**config.mk**
```make
export PLATFORM = sky130hd
export DESIGN_NAME = full_adder_rca
export DESIGN_NICKNAME = d
export VERILOG_FILES = /design/src/rtl/full_adder_rca.sv
export SDC_FILE = /design/constraint.sdc
export NUM_CORES = 1
export LEC_CHECK = 0
export CELL_PAD_IN_SITES_DETAIL_PLACEMENT = 1
export CELL_PAD_IN_SITES_GLOBAL_PLACEMENT = 2
export CORE_MARGIN = 5
export CORE_UTILIZATION = 19
export DETAILED_ROUTE_END_ITERATION = 12
export PLACE_DENSITY = 0.83
export SYNTH_ARGS = -nofsm -noshare
export SYNTH_HDL_FRONTEND = slang
export SYNTH_SLANG_ARGS = --single-unit
```
**constraint.sdc**
```tcl
create_clock -name clk_i -period 3.77 [get_ports clk_i]
set_input_delay 0.377 -clock clk_i [delete_from_list [all_inputs] [get_ports clk_i]]
set_output_delay 0.377 -clock clk_i [all_outputs]
set_load 0.01 [all_outputs]
```
**src/rtl/full_adder_rca.sv**
```systemverilog
// Parameterised ripple-carry adder built from chained full-adder cells, with an
// optional one-cycle registered copy of sum, carry-out and signed overflow.
module full_adder_rca #(
  parameter int unsigned WIDTH = 8
) (
  input  logic             clk_i,
  input  logic             rst_n_i,
  input  logic [WIDTH-1:0] a_i,
  input  logic [WIDTH-1:0] b_i,
  input  logic             cy_i,
  input  logic             en_i,
  output logic [WIDTH-1:0] y_o,
  output logic             cy_o,
  output logic [WIDTH-1:0] y_r_o,
  output logic             cy_r_o,
  output logic             ov_r_o,
  output logic             vld_o
);

  logic [WIDTH:0]   c;
  logic [WIDTH-1:0] s;
  logic             ov;

  assign c[0] = cy_i;

  for (genvar i = 0; i < WIDTH; i++) begin : g_cell
    assign s[i]   = a_i[i] ^ b_i[i] ^ c[i];
    assign c[i+1] = (a_i[i] & b_i[i]) | (a_i[i] & c[i]) | (b_i[i] & c[i]);
  end

  assign y_o  = s;
  assign cy_o = c[WIDTH];
  // Carry into vs. out of the MSB cell; for WIDTH=1 this is c[1]^c[0].
  assign ov   = c[WIDTH] ^ c[WIDTH-1];

  logic [WIDTH-1:0] y_q,   y_d;
  logic             cy_q,  cy_d;
  logic             ov_q,  ov_d;
  logic             vld_q, vld_d;

  always_comb begin
    y_d   = y_q;
    cy_d  = cy_q;
    ov_d  = ov_q;
    vld_d = en_i;
    if (en_i) begin
      y_d  = s;
      cy_d = c[WIDTH];
      ov_d = ov;
    end
  end

  always_ff @(posedge clk_i or negedge rst_n_i) begin
    if (!rst_n_i) begin
      y_q   <= '0;
      cy_q  <= 1'b0;
      ov_q  <= 1'b0;
      vld_q <= 1'b0;
    end else begin
      y_q   <= y_d;
      cy_q  <= cy_d;
      ov_q  <= ov_d;
      vld_q <= vld_d;
    end
  end

  assign y_r_o  = y_q;
  assign cy_r_o = cy_q;
  assign ov_r_o = ov_q;
  assign vld_o  = vld_q;

endmodule

```
==> flow_summary.json, run 1 <==
{
  "final.fill_count": 372,
  "num_io_pins": 40,
  "p_int_uw": 325,
  "grt_pass1_vias": 586,
  "drt_wl_total_um": 1700,
  "drt-initial-drc-count": 6,
  "drc": 0,
  "wire_per_inst_um": 12.5,
  "p_comb_share_pct": 48.2,
  "clockRootBuffer": "clkbuf_4",
  "place_congestion": 0.584,
  "fin_crit_ps": 3880,
  "grt_first_pass_wirelength_um": 2770,
  "path_clk_slew_ps": 70,
  "viasPerCell": 3.69,
  "synth_commonest_cells": "dfrtp_1 (11), inv_1 (10), fa_1 (8), mux2_4 (8)",
  "antenna_found_initial": 0,
  "startpoint_type": "input port",
  "pwr_density_cell_nw_per_um2": 392,
  "seq_area_um2": 275,
  "rows": 21,
  "yosysTopAreaCellShare_pct": 43.5,
  "worst_pin_slew_ps": 703,
  "placed_cells": 128,
  "utilization_pct": 35.5,
  "gr-total-overflow": 0,
  "slew_viol_final": 0,
  "clock.fmax_ghz": 0.257,
  "stdcell_count": 136,
  "start_util_pct": 19.3,
  "pwr-share-clk_pct": 17.6,
  "worst-path-max-fanout": 2,
  "area_growth_pct": 84.0,
  "switchingPower_uw": 132,
  "placed_area_um2": 1090,
  "ir_worst_vdd_uv": 146,
  "crit_slowest_cell": "fa_2",
  "synthTopCellsByArea": "dfrtp_1 (43%), fa_1 (25%), mux2_4 (19%)",
  "synthArstFlopShare_pct": 100,
  "synth_seq_area_share_pct": 43.5,
  "max_stage_delay_ps": 440,
  "ys_ff_latch": 11,
  "fin_crit_sh_pct": 103,
  "p_sw_share_pct": 28.8,
  "dieArea_um2": 4590,
  "grt_max_degree": 13,
  "rsz0062_at_grt": "yes",
  "final_nets": 119,
  "path_class": "in2out",
  "path_cells": "buf_6, inv_4, fa_2, inv_2, fa_2, fa_2, fa_2, fa_2, fa_2, fa_2, inv_2, fa_2, inv_2, buf_6",
  "power.total_uw": 457,
  "cts_tree": "yes",
  "hpwl_um": 1400,
  "synth_edf_count": 0,
  "max_slew_margin_pct": 53.0,
  "multi_input_area_um2": 329,
  "num_antenna_cells": 0,
  "synth_area_leader_cell": "dfrtp_1",
  "clock_skew_ps": 0,
  "hp-class": "in2async",
  "finalSetupViolations": 1,
  "final-hold-violation-count": 0,
  "critPathMostFrequentCell": "fa_2",
  "holdWs_ps": 455,
  "status": "finished with violations",
  "synth_cell_types": 9,
  "chipWidth_um": 67.7,
  "syn_area_um2": 633,
  "netlist_instances": 42,
  "final_cell_area_um2": 1160,
  "yosysWarningCount": 0,
  "vias": 502,
  "drtAntennaViolNets": 0,
  "clock_path_buffers": 2,
  "drive_above_1_share_pct": 43.3,
  "yosysMostFrequentCell": "dfrtp_1",
  "worstSkewPairLatency_ps": 260,
  "seqPwrFrac_pct": 34.2,
  "violations": "negative setup slack",
  "worstSetupEndpointType": "output port",
  "core_um2": 3280,
  "cp.required_ps": 3390,
  "gr-usage-all-layers_pct": 8.28,
  "drt_first_pass_iters": 3,
  "die_y_um": 67.7,
  "drv_cap": 0,
  "reg2reg_depth": 1,
  "fin_ws_ps": -114,
  "cts-buffers-inserted": 3,
  "htree_levels": 1,
  "port_buffers": 39,
  "synthFlopType": "dfrtp_1",
  "synth_area_per_cell_um2": 15.1,
  "arrival_ps": 3510,
  "syn-num-nets": 70,
  "cts.sinks": 11,
  "p_leak_nw": 0.511
}
worst max-delay path: cells and delay by family:
family                   cells  cell delay, ps
buffers and inverters        6             390
adder cells (fa/ha/maj)      8            2730
cells by family (layout without fill, tap and decap cells):
kind of cell	count (synthesis)	count (layout)	share of synthesized area, %
multiplexers	9	9	20.8
flip-flops	11	11	43.5
adder cells (fa/ha/maj)	8	8	25.3
AO/OA/AOI/OAI	1	1	0.790
XOR/XNOR	1	1	1.38
AND/OR/NAND/NOR	1	1	0.592
buffers and inverters	11	59	7.71
through the flow:
step                worst slack, ps  TNS, ps
detailed placement            -1060    -3880
finish                         -114     -114
global placement              -1030    -3540
CTS                            -350     -443
global route                   -221     -221
floorplan                      17.2        0
cell type report:
type / count / share of cell area, %
timing repair buffer: 45 / 37.3
multi-input combinational: 20 / 28.2
sequential: 11 / 23.6
tap: 46 / 4.94
inverter: 10 / 3.65
clock buffer: 4 / 2.26
repair_timing:
item,4_1_cts,5_1_grt
endpoints found under the setup margin,6,5
pin swaps,8,8
gates resized for setup,40,1
hold buffers,0,0
setup buffers,3,1
state kept, by name (all words and copies together) (netlist names):
register and count:
cy_r_o 1, vld_o 1, y_r_o 8, ov_r_o 1
per-layer routing:
layer / up-vias / share of wire, % / track usage (%)
li1: 221 / - / -
met1: 254 / 37 / 8.49
met2: 27 / 52 / 14.7
met3: 0 / 11 / 4.66
met4: 0 / 0 / 1.52
met5: - / 0 / 0
power by group through the flow:
| stage | Combinational [mW] | Sequential [mW] | Clock, mW |
|---|---|---|---|
| after floorplan | 0.0788 | 0.169 | 0 |
| after global routing | 0.239 | 0.161 | 0.0984 |
| final | 0.220 | 0.156 | 0.0805 |
| after global placement | 0.208 | 0.158 | 0 |
| after detailed placement | 0.214 | 0.159 | 0 |
| after CTS | 0.224 | 0.157 | 0.0875 |
final timing paths:
path                          start       end  slack, ps
max in group asynchronous   rst_n_i  y_r_o[4]       2960
min                         rst_n_i  y_r_o[6]        460
max reg2reg                y_r_o[6]  y_r_o[6]       2990
max                            cy_i    y_o[7]       -110
min reg2reg                y_r_o[2]  y_r_o[2]        510
min in group clk_i         y_r_o[2]  y_r_o[2]        510
cells in the final DEF (no fill, tap or decap):
master           count
dfrtp_1             11
inv_1                3
fa_2                 8
nor2_1               1
clkbuf_4             3
inv_2                5
mux2_2               1
buf_4                6
mux2_4               8
buf_6                5
dlygate4sd2_1        2
clkdlybuf4s50_1     31
a21oi_1              1
inv_4                2
buf_2                1
clkbuf_1             1
xnor2_1              1
No activity file was read; power rests on OpenSTA's default activity.
==> run 2: changes to the inputs <==
--- a/config.mk
+++ b/config.mk
@@ -7,7 +7,8 @@
 export LEC_CHECK = 0
 export CELL_PAD_IN_SITES_DETAIL_PLACEMENT = 1
 export CELL_PAD_IN_SITES_GLOBAL_PLACEMENT = 2
-export CORE_MARGIN = 5
+export CORE_ASPECT_RATIO = 0.9
+export CORE_MARGIN = 8
 export CORE_UTILIZATION = 19
 export DETAILED_ROUTE_END_ITERATION = 12
 export PLACE_DENSITY = 0.83
==> run 2 against run 1 <==
Effect of this change:
- the flow still finishes with violations (negative setup slack)
- first-iteration DRC count is 100% lower
- non-clock buffer count decreased by 1
- hold slack improved by 30 ps
- sequential power hardly changed
- clock-buffer cell count is 1 lower
- flip-flop and latch count unchanged
- global-route usage down 0.48 points
- core utilization is 0.45 points higher
- maximum frequency is 0.15% higher
- register-to-register slack barely moved
- cell area increased by 1.1%
- largest cell class unchanged
==> flow_summary.json, run 2 (synthesis gave the netlist of run 1 again) <==
{
  "clock_path_buffers": 2,
  "worstSetupEndpointType": "output port",
  "met3_usage_pct": 5.06,
  "final_cell_mix": "clkdlybuf4s50_1 (31), dfrtp_1 (11), mux2_4 (8), fa_2 (8)",
  "path_clk_slew_ps": 60,
  "hpwl_um": 1640,
  "met1_usage_pct": 6.81,
  "path_class": "in2out",
  "die_y_um": 70.8,
  "drtAntennaViolNets": 0,
  "holdWs_ps": 485,
  "hp-class": "in2async",
  "area_growth_pct": 86.0,
  "antenna_found_initial": 0,
  "drc": 0,
  "drt_first_pass_iters": 1,
  "clock_skew_ps": 0,
  "final_nets": 118,
  "grt_first_pass_wirelength_um": 3280,
  "worst_pin_slew_ps": 732,
  "rsz0062_at_grt": "yes",
  "multi_input_area_um2": 329,
  "fin_crit_ps": 3880,
  "gr-max-usage-layer": "met2",
  "vias": 494,
  "hold_buffers": 0,
  "finalSetupViolations": 1,
  "grt_max_degree": 13,
  "num_antenna_cells": 0,
  "worst-path-max-fanout": 2,
  "num_io_pins": 40,
  "start_util_pct": 19.3,
  "dieArea_um2": 5440,
  "placed_area_um2": 1100,
  "utilization_pct": 35.9,
  "gr-usage-all-layers_pct": 7.79,
  "cts_tree": "yes",
  "fin_tns_setup_ps": -108,
  "grt_pass1_vias": 616,
  "port_buffers": 39,
  "startpoint_type": "input port",
  "ir_worst_vdd_uv": 195,
  "wire_per_inst_um": 14.7,
  "core_um2": 3280,
  "cts-buffers-inserted": 3,
  "pwr_density_cell_nw_per_um2": 422,
  "violations": "negative setup slack",
  "final.fill_count": 356,
  "max_slew_margin_pct": 51.1,
  "viasPerCell": 3.71,
  "gr-total-overflow": 0,
  "slew_viol_final": 0,
  "worstSkewPairLatency_ps": 240,
  "use_met2_pct": 14.7,
  "cts.sinks": 11,
  "cp.required_ps": 3390,
  "p_leak_nw": 0.517,
  "final-hold-violation-count": 0,
  "htree_levels": 1,
  "largest_reg_flops": 8,
  "arrival_ps": 3500,
  "rows": 20,
  "drive_above_1_share_pct": 43.8,
  "drt-initial-drc-count": 0,
  "place_congestion": 0.684,
  "chipWidth_um": 76.8,
  "drt_wl_total_um": 1960,
  "final_cell_area_um2": 1180,
  "drv_cap": 0,
  "clockRootBuffer": "clkbuf_8",
  "seq_area_um2": 275,
  "fin_crit_sh_pct": 103,
  "status": "finished with violations",
  "layout_commonest_cell": "clkdlybuf4s50_1",
  "fin_ws_ps": -108,
  "clock.fmax_ghz": 0.258
}
[run 2: final timing paths]
path                           from       end  slack (ps)  cells after the start
setup / recovery               cy_i    y_o[7]        -110                     14
hold / removal              rst_n_i     vld_o         490                      1
setup reg to reg           y_r_o[6]  y_r_o[6]        2990                      1
hold reg to reg            y_r_o[2]  y_r_o[2]         510                      1
max in group asynchronous   rst_n_i  y_r_o[3]        2920                      1
min in group clk_i         y_r_o[2]  y_r_o[2]         510                      1
[run 2: report_power, final]
part	internal [mW]	switching, mW
clock network	0.0728	0.0500
registers	0.143	0.0125
logic	0.140	0.0792
total	0.355	0.142
[run 2: repair_timing]
item                                   in CTS  in global routing
pin swaps                                   8                  8
endpoints found under the hold margin       0                  0
setup endpoints to repair                   8                  6
resized for setup                          42                  1
buffers inserted                            2                  0
[run 2: final cells by class]
class,instances,area share [%]
inverter,10,3.83
multi-input combinational,20,27.9
clock inverter,1,0.425
tap,44,4.68
timing repair buffer,44,36.2
sequential,11,23.4
clock buffer,3,3.51
[run 2: layer usage]
metal / part of all wire (%) / up-vias
li1: - / 220
met1: 33 / 251
met4: 0 / 0
met5: 0 / -
met2: 56 / 23
met3: 11 / 0
[run 2: worst max-delay path: stages]
cell   delay (ps)
buf_6          90
inv_4          40
fa_2          190
inv_2          40
fa_2          330
fa_2          350
fa_2          350
fa_2          340
fa_2          340
fa_2          360
inv_2          60
fa_2          440
inv_2          70
buf_6          90
[run 2: per-stage QoR]
stage                     total power, mW  worst slack [ps]  std cells
after floorplan                     0.248              17.2         42
after global placement              0.369             -1030        127
after detailed placement            0.376             -1080        127
after CTS                           0.511              -319        133
after global routing                0.531              -192        133
final                               0.497              -108        133
==> run 3: changes to the inputs <==
--- a/config.mk
+++ b/config.mk
@@ -10,8 +10,10 @@
 export CORE_ASPECT_RATIO = 0.9
 export CORE_MARGIN = 8
 export CORE_UTILIZATION = 19
+export CTS_CLUSTER_SIZE = 24
 export DETAILED_ROUTE_END_ITERATION = 12
 export PLACE_DENSITY = 0.83
+export SLEW_MARGIN = 20
 export SYNTH_ARGS = -nofsm -noshare
 export SYNTH_HDL_FRONTEND = slang
 export SYNTH_SLANG_ARGS = --single-unit
==> results of run 3 <==
Final layout, timing and power as in run 2 (identical DEF).
